**src/rtl/hpm_snapshot_ctrl.sv**
```systemverilog
// Snapshot sequencer for the hardware performance counters: freezes the selected counters,
// reads them out one at a time over the bank read port and streams them to a debug sink.
module hpm_snapshot_ctrl #(
  parameter int XLEN     = 64,
  parameter int COUNTERS = 32,
  parameter int INTW     = 32
) (
  input  logic                clk,
  input  logic                reset,
  input  logic                Enable,
  input  logic [INTW-1:0]     Interval,
  input  logic [COUNTERS-1:0] SampleMask,
  input  logic                SwTrigger,
  output logic [COUNTERS-1:0] FreezeMask,
  output logic                CntRdEn,
  output logic [4:0]          CntRdAdr,
  input  logic [XLEN-1:0]     CntRdData,
  output logic                OutValid,
  input  logic                OutReady,
  output logic [4:0]          OutIdx,
  output logic [XLEN-1:0]     OutData,
  output logic                OutLast,
  output logic [7:0]          OutSeq,
  output logic                Busy,
  output logic                Overrun,
  output logic [15:0]         OverrunCount
);

  typedef enum logic [2:0] {IDLE, FREEZE, SCAN, SEND, RELEASE} state_e;

  state_e                state_q;
  logic [INTW-1:0]       intCnt_q, intCnt_d;
  logic [COUNTERS-1:0]   remain_q;
  logic [COUNTERS-1:0]   freezeMask_q;
  logic                  rdEn_q;
  logic [4:0]            rdAdr_q;
  logic                  outValid_q;
  logic [4:0]            outIdx_q;
  logic [XLEN-1:0]       outData_q;
  logic                  outLast_q;
  logic [7:0]            outSeq_q;
  logic                  overrun_q;
  logic [15:0]           overrunCnt_q;

  logic [INTW-1:0]       intervalM1;
  logic                  periodicHit;
  logic                  trigger;
  logic [COUNTERS-1:0]   effMask;
  logic [COUNTERS-1:0]   remainNext;

  function automatic logic [4:0] lowestIdx(input logic [COUNTERS-1:0] v);
    logic [4:0] idx;
    idx = '0;
    for (int i = COUNTERS - 1; i >= 0; i--) begin
      if (v[i]) idx = 5'(i);
    end
    return idx;
  endfunction

  // The >= compare lets a shortened Interval fire and wrap immediately instead of
  // letting the counter run all the way around.
  assign intervalM1  = Interval - 1'b1;
  assign periodicHit = Enable && (Interval != '0) && (intCnt_q >= intervalM1);
  assign trigger     = SwTrigger | periodicHit;
  assign effMask     = SampleMask & ~(COUNTERS'(2));
  assign remainNext  = remain_q & ~(COUNTERS'(1) << outIdx_q);

  always_comb begin
    intCnt_d = intCnt_q + 1'b1;
    if (!Enable || (Interval == '0) || (intCnt_q >= intervalM1)) intCnt_d = '0;
  end

  always_ff @(posedge clk or posedge reset) begin
    if (reset) begin
      state_q      <= IDLE;
      intCnt_q     <= '0;
      remain_q     <= '0;
      freezeMask_q <= '0;
      rdEn_q       <= 1'b0;
      rdAdr_q      <= '0;
      outValid_q   <= 1'b0;
      outIdx_q     <= '0;
      outData_q    <= '0;
      outLast_q    <= 1'b0;
      outSeq_q     <= '0;
      overrun_q    <= 1'b0;
      overrunCnt_q <= '0;
    end else begin
      intCnt_q  <= intCnt_d;
      overrun_q <= 1'b0;
      if (trigger && (state_q != IDLE)) begin
        overrun_q <= 1'b1;
        if (overrunCnt_q != 16'hFFFF) overrunCnt_q <= overrunCnt_q + 16'd1;
      end
      case (state_q)
        IDLE: begin
          if (trigger && (effMask != '0)) begin
            remain_q     <= effMask;
            freezeMask_q <= effMask;
            state_q      <= FREEZE;
          end
        end
        FREEZE: begin
          rdEn_q  <= 1'b1;
          rdAdr_q <= lowestIdx(remain_q);
          state_q <= SCAN;
        end
        SCAN: begin
          rdEn_q     <= 1'b0;
          outData_q  <= CntRdData;
          outIdx_q   <= rdAdr_q;
          outLast_q  <= ((remain_q & (remain_q - 1'b1)) == '0);
          outValid_q <= 1'b1;
          state_q    <= SEND;
        end
        SEND: begin
          if (OutReady) begin
            outValid_q <= 1'b0;
            remain_q   <= remainNext;
            if (outLast_q) begin
              freezeMask_q <= '0;
              outSeq_q     <= outSeq_q + 8'd1;
              state_q      <= RELEASE;
            end else begin
              rdEn_q  <= 1'b1;
              rdAdr_q <= lowestIdx(remainNext);
              state_q <= SCAN;
            end
          end
        end
        RELEASE: state_q <= IDLE;
        default: state_q <= IDLE;
      endcase
    end
  end

  assign FreezeMask   = freezeMask_q;
  assign CntRdEn      = rdEn_q;
  assign CntRdAdr     = rdAdr_q;
  assign OutValid     = outValid_q;
  assign OutIdx       = outIdx_q;
  assign OutData      = outData_q;
  assign OutLast      = outLast_q;
  assign OutSeq       = outSeq_q;
  assign Busy         = (state_q != IDLE);
  assign Overrun      = overrun_q;
  assign OverrunCount = overrunCnt_q;

endmodule

```
**config.mk**
```make
export PLATFORM = sky130hd
export DESIGN_NAME = hpm_snapshot_ctrl
export DESIGN_NICKNAME = d
export VERILOG_FILES = /design/src/rtl/hpm_snapshot_ctrl.sv
export SDC_FILE = /design/constraint.sdc
export NUM_CORES = 1
export LEC_CHECK = 0
export CORE_UTILIZATION = 53
export CTS_BUF_LIST = sky130_fd_sc_hd__clkbuf_8
export DETAILED_ROUTE_END_ITERATION = 10
export PLACE_DENSITY_LB_ADDON = 0.15
export SYNTH_ARGS = -nofsm -noshare
export SYNTH_HDL_FRONTEND = slang
export SYNTH_SLANG_ARGS = --single-unit
```
**constraint.sdc**
```tcl
create_clock -name clk -period 16 [get_ports clk]
set_clock_uncertainty 0.2 [all_clocks]
set_input_delay 3.2 -clock clk [delete_from_list [all_inputs] [get_ports clk]]
set_output_delay 3.2 -clock clk [all_outputs]
set_load 0.02 [all_outputs]
```
==> flow_summary.html <==
<table>
<tr><th>Metric</th><th>Value</th></tr>
<tr><th colspan="2">Synthesis</th></tr>
<tr><td>Top cell type's share of synthesized area</td><td>44.53%</td></tr>
<tr><td>Mapped Area</td><td>0.01124 mm^2</td></tr>
<tr><td>Cell types occupying the most area after synthesis</td><td>sky130_fd_sc_hd__dfrtp_1 (45%), sky130_fd_sc_hd__mux2_2 (7.2%), sky130_fd_sc_hd__ha_1 (4.1%)</td></tr>
<tr><td>Simple logic cell fraction of the synthesized area</td><td>17.53%</td></tr>
<tr><td>Count of mapped cells out of synthesis</td><td>1159</td></tr>
<tr><td>Compound-cell area share of the yosys netlist</td><td>16.25%</td></tr>
<tr><td>Share of synthesized flip-flops with an asynchronous set or reset</td><td>100.0%</td></tr>
<tr><td>Net count after synthesis</td><td>1329</td></tr>
<tr><td>Largest area contributor in the synthesized netlist</td><td>sky130_fd_sc_hd__dfrtp_1</td></tr>
<tr><td>Yosys warning total</td><td>0</td></tr>
<tr><td>Leading cell types by count after synthesis</td><td>sky130_fd_sc_hd__dfrtp_1 (200), sky130_fd_sc_hd__nor2_1 (100), sky130_fd_sc_hd__nand2_1 (94), sky130_fd_sc_hd__o21ai_0 (84), sky130_fd_sc_hd__mux2_2 (72)</td></tr>
<tr><td>Post-synthesis adder-cell area fraction</td><td>4.386%</td></tr>
<tr><td>Flop and latch count out of synthesis</td><td>200</td></tr>
<tr><td>Dominant combinational cell family by area after synthesis</td><td>simple AND/OR/NAND/NOR gates</td></tr>
<tr><td>Number of different library cells in the post-synthesis netlist</td><td>68</td></tr>
<tr><td>Sequential area share after synthesis</td><td>44.53%</td></tr>
<tr><td>Synthesized area divided by synthesized cell count</td><td>9.698 um^2</td></tr>
<tr><td>Mux share of post-synthesis cell area</td><td>7.392%</td></tr>
<tr><td>Most frequent cell after synthesis</td><td>sky130_fd_sc_hd__dfrtp_1</td></tr>
<tr><td>Number of enable flip-flop cells after synthesis</td><td>0</td></tr>
<tr><td>Main flop type after synthesis</td><td>sky130_fd_sc_hd__dfrtp_1</td></tr>
<tr><td>Xor-xnor portion of the synthesized cell area</td><td>6.234%</td></tr>
<tr><th colspan="2">Finish</th></tr>
<tr><td>Final cell utilization of the core</td><td>70.32%</td></tr>
<tr><td>Area occupied by registers</td><td>0.005005 mm^2</td></tr>
<tr><td>Area of the multi-input gates</td><td>0.005842 mm^2</td></tr>
<tr><td>Growth of design area from synthesis to finish</td><td>28.22%</td></tr>
<tr><td>Post-route standard cell area excluding fillers</td><td>0.01441 mm^2</td></tr>
<tr><td>Layout cell share with drive strength beyond 1</td><td>8.862%</td></tr>
<tr><td>Final Non-Filler Cells</td><td>1658</td></tr>
<tr><td>Diodes inserted</td><td>0</td></tr>
<tr><td>Number of fill cells</td><td>1631</td></tr>
<tr><td>Nets</td><td>1545</td></tr>
<tr><th colspan="2">Timing</th></tr>
<tr><td>Final min period</td><td>8653 ps</td></tr>
<tr><td>Slew Limit Headroom</td><td>26.48%</td></tr>
<tr><td>Setup Total Neg Slack</td><td>0 ps</td></tr>
<tr><td>Number of endpoints failing setup at the final stage</td><td>0</td></tr>
<tr><td>Highest clock rate</td><td>0.1156 GHz</td></tr>
<tr><td>Tcrit/Tclk final</td><td>54.08%</td></tr>
<tr><td>Slew of the pin with the lowest slew margin</td><td>1102 ps</td></tr>
<tr><td>Max-slew violation total from the final report</td><td>0</td></tr>
<tr><td>RSZ-0062 raised after global routing</td><td>no</td></tr>
<tr><td>Number of hold-slack violations in the final timing report</td><td>0</td></tr>
<tr><th colspan="2">Global routing</th></tr>
<tr><td>Combined global-route utilization of all metal layers</td><td>28.76%</td></tr>
<tr><td>Number of global-route vias before repair</td><td>9189</td></tr>
<tr><td>Initial antenna violation count</td><td>0</td></tr>
<tr><td>Wire length of the first global-routing pass</td><td>49.32 mm</td></tr>
<tr><td>Largest net degree at the start of global routing</td><td>117</td></tr>
<tr><td>Total grt overflow</td><td>0</td></tr>
<tr><th colspan="2">Route</th></tr>
<tr><td>Met2 routed wirelength</td><td>15.38 mm</td></tr>
<tr><td>Detail-routed net length per standard cell</td><td>18.76 um</td></tr>
<tr><td>First-iteration detailed-routing DRC count</td><td>810</td></tr>
<tr><td>Vias per cell</td><td>5.916</td></tr>
<tr><td>Routed vias</td><td>9808</td></tr>
<tr><td>Top routing layer in use</td><td>met4</td></tr>
<tr><td>Remaining number of nets flagged by the antenna check after routing</td><td>0</td></tr>
<tr><td>WL met1</td><td>13.30 mm</td></tr>
<tr><td>Number of detailed-routing iterations run before antenna repair</td><td>5</td></tr>
<tr><td>Routed wire length</td><td>31.11 mm</td></tr>
<tr><td>Met3 routed wirelength</td><td>1.654 mm</td></tr>
<tr><td>Number of design rule violations left after detail routing</td><td>0</td></tr>
<tr><th colspan="2">Clock network</th></tr>
<tr><td>Hold bufs inserted after CTS</td><td>0</td></tr>
<tr><td>Cell at the root of the clock tree</td><td>sky130_fd_sc_hd__clkbuf_8</td></tr>
<tr><td>Buffers from clock root to sink, at most</td><td>2</td></tr>
<tr><td>TritonCTS clock tree</td><td>done</td></tr>
<tr><td>CTS sink cnt</td><td>200</td></tr>
<tr><td>Total CTS buffers</td><td>17</td></tr>
<tr><td>Post-CTS Repair Setup Buffers</td><td>0</td></tr>
<tr><td>Number of gates resized after CTS</td><td>0</td></tr>
<tr><td>Clock latency of the later-clocked register in the worst-skew pair</td><td>510 ps</td></tr>
<tr><td>H-tree levels</td><td>4</td></tr>
<tr><td>Clock transition at the register clock pins on the worst setup and hold paths after CTS</td><td>110 ps</td></tr>
<tr><th colspan="2">Floorplan</th></tr>
<tr><td>CORE AREA</td><td>0.02049 mm^2</td></tr>
<tr><td>Starting density of the core</td><td>54.84%</td></tr>
<tr><td>Horizontal die dimension</td><td>147.6 um</td></tr>
<tr><td>Top-level I/O count</td><td>268</td></tr>
<tr><td>Area of the die</td><td>0.02179 mm^2</td></tr>
<tr><td>Die height</td><td>147.6 um</td></tr>
<tr><td>Number of standard-cell rows in the floorplan</td><td>52</td></tr>
<tr><th colspan="2">Placed design</th></tr>
<tr><td>Placed cell count</td><td>1626</td></tr>
<tr><td>Cell area after placement</td><td>0.01398 mm^2</td></tr>
<tr><td>Number of buffer cells added on primary ports</td><td>265</td></tr>
<tr><td>HPWL after detailed placement</td><td>22.62 mm</td></tr>
<tr><td>Gp weighted congestion</td><td>0.9474</td></tr>
<tr><th colspan="2">Critical path</th></tr>
<tr><td>CP arrival</td><td>8890 ps</td></tr>
<tr><td>Reg-to-reg setup timing slack</td><td>12180 ps</td></tr>
<tr><td>Crit path cell chain</td><td>clkdlybuf4s50_1, or4_1, nor3_1, nand4_1, or4_1, nor2_1, nand2_1, xor2_1, ha_1, o21ai_0, o221ai_1, a21o_1, a21oi_1, o31ai_1, o21a_2, buf_4, nor2_2, a22o_1</td></tr>
<tr><td>Required @ worst endpoint</td><td>16230 ps</td></tr>
<tr><td>Slowest cell delay on critical path</td><td>960 ps</td></tr>
<tr><td>Setup crit end kind</td><td>register</td></tr>
<tr><td>Critical path's most frequent cell</td><td>sky130_fd_sc_hd__or4_1</td></tr>
<tr><td>Setup crit start kind</td><td>primary input</td></tr>
<tr><td>Critical Setup Path Class</td><td>primary input to register</td></tr>
<tr><td>CP max stage cell</td><td>sky130_fd_sc_hd__nor2_2</td></tr>
<tr><td>Maximum fanout count along the critical path</td><td>93</td></tr>
<tr><th colspan="2">Status</th></tr>
<tr><td>Status</td><td>complete, no violations</td></tr>
<tr><th colspan="2">Worst hold path</th></tr>
<tr><td>Class of the tightest hold or removal check</td><td>register to register</td></tr>
<tr><th colspan="2">Job</th></tr>
<tr><td>Maxcap violations</td><td>0</td></tr>
<tr><th colspan="2">Power</th></tr>
<tr><td>Total power divided by cell area</td><td>125.3 mW/mm^2</td></tr>
<tr><td>P_leak</td><td>5.980 nW</td></tr>
<tr><td>Worst ir drop on vdd</td><td>70.62 uV</td></tr>
</table>
## area by class of cell
| cell class | instances | area share [%] |
|---|---|---|
| Multi-Input combinational cell | 859 | 40.54 |
| Clock buffer | 17 | 1.624 |
| Timing Repair Buffer | 269 | 18.61 |
| Sequential cell | 200 | 34.73 |
| Clock inverter | 15 | 1.372 |
| Inverter | 28 | 0.7814 |
| Tap cell | 270 | 2.344 |
## power by group
part	internal (mW)	total [mW]	switching, mW
Sequential	0.611	0.740	0.129
Combinational	0.348	0.714	0.366
Clock	0.136	0.351	0.215
## metrics by stage
step	power [mW]	hold slack, ps	worst slack [ps]
finish	1.805	292.2	7347
global route	1.891	307.9	6907
CTS	1.809	294.2	7350
detailed placement	1.456	278.3	6821
global placement	1.440	262.0	6887
floorplan	1.116	276.8	7146
## critical path, delay by kind of cell
family | cells | cell delay (ps)
xor+xnor | 1 | 150
fa+ha+maj | 1 | 280
simple gates | 7 | 3010
compound gates | 7 | 1360
buf+inv | 2 | 860
## state kept, by name, indices dropped and copies added, names as in the netlist
signal / flops
intCnt_q: 32
FreezeMask: 31
OutValid: 1
remain_q: 32
OutSeq: 8
OutIdx: 5
OutData: 64
CntRdAdr: 5
state_q: 3
OverrunCount: 16
Overrun: 1
CntRdEn: 1
OutLast: 1
## final timing paths
| path | startpoint | depth (start not counted) | endpoint |
|---|---|---|---|
| min in group asynchronous | reset | 2 | OutData[29] |
| max | Interval[3] | 18 | FreezeMask[5] |
| max in group asynchronous | reset | 3 | intCnt_q[22] |
| min | OutSeq[7] | 1 | OutSeq[7] |
| min reg2reg | OutSeq[7] | 1 | OutSeq[7] |
| max reg2reg | intCnt_q[27] | 10 | FreezeMask[5] |
## per-layer routing
layer | up-vias | global-route usage (%)
li1 | 4666 | -
met5 | - | 0
met1 | 4757 | 37.81
met3 | 55 | 5.093
met4 | 0 | 9.588
met2 | 330 | 48.09
## cells in the final DEF, fill, tap and decap left out, drive strengths merged, types with 34 or more instances in the layout
cell type / count
clkdlybuf4s50: 265
dfrtp: 200
nor2: 102
nand2: 94
o21ai: 84
mux2: 72
xnor2: 50
a22o: 48
ha: 37
inv: 37
nor3: 36
a21oi: 34
nand3: 34
## cells by family after synthesis
kind of cell / after synthesis
buffers and inverters: 100
AND/OR/NAND/NOR: 399
adder cells (fa/ha/maj): 40
flip-flops: 200
AO/OA/AOI/OAI: 265
multiplexers: 74
other: 1
XOR/XNOR: 80
Power figures use the tool's default switching activity.
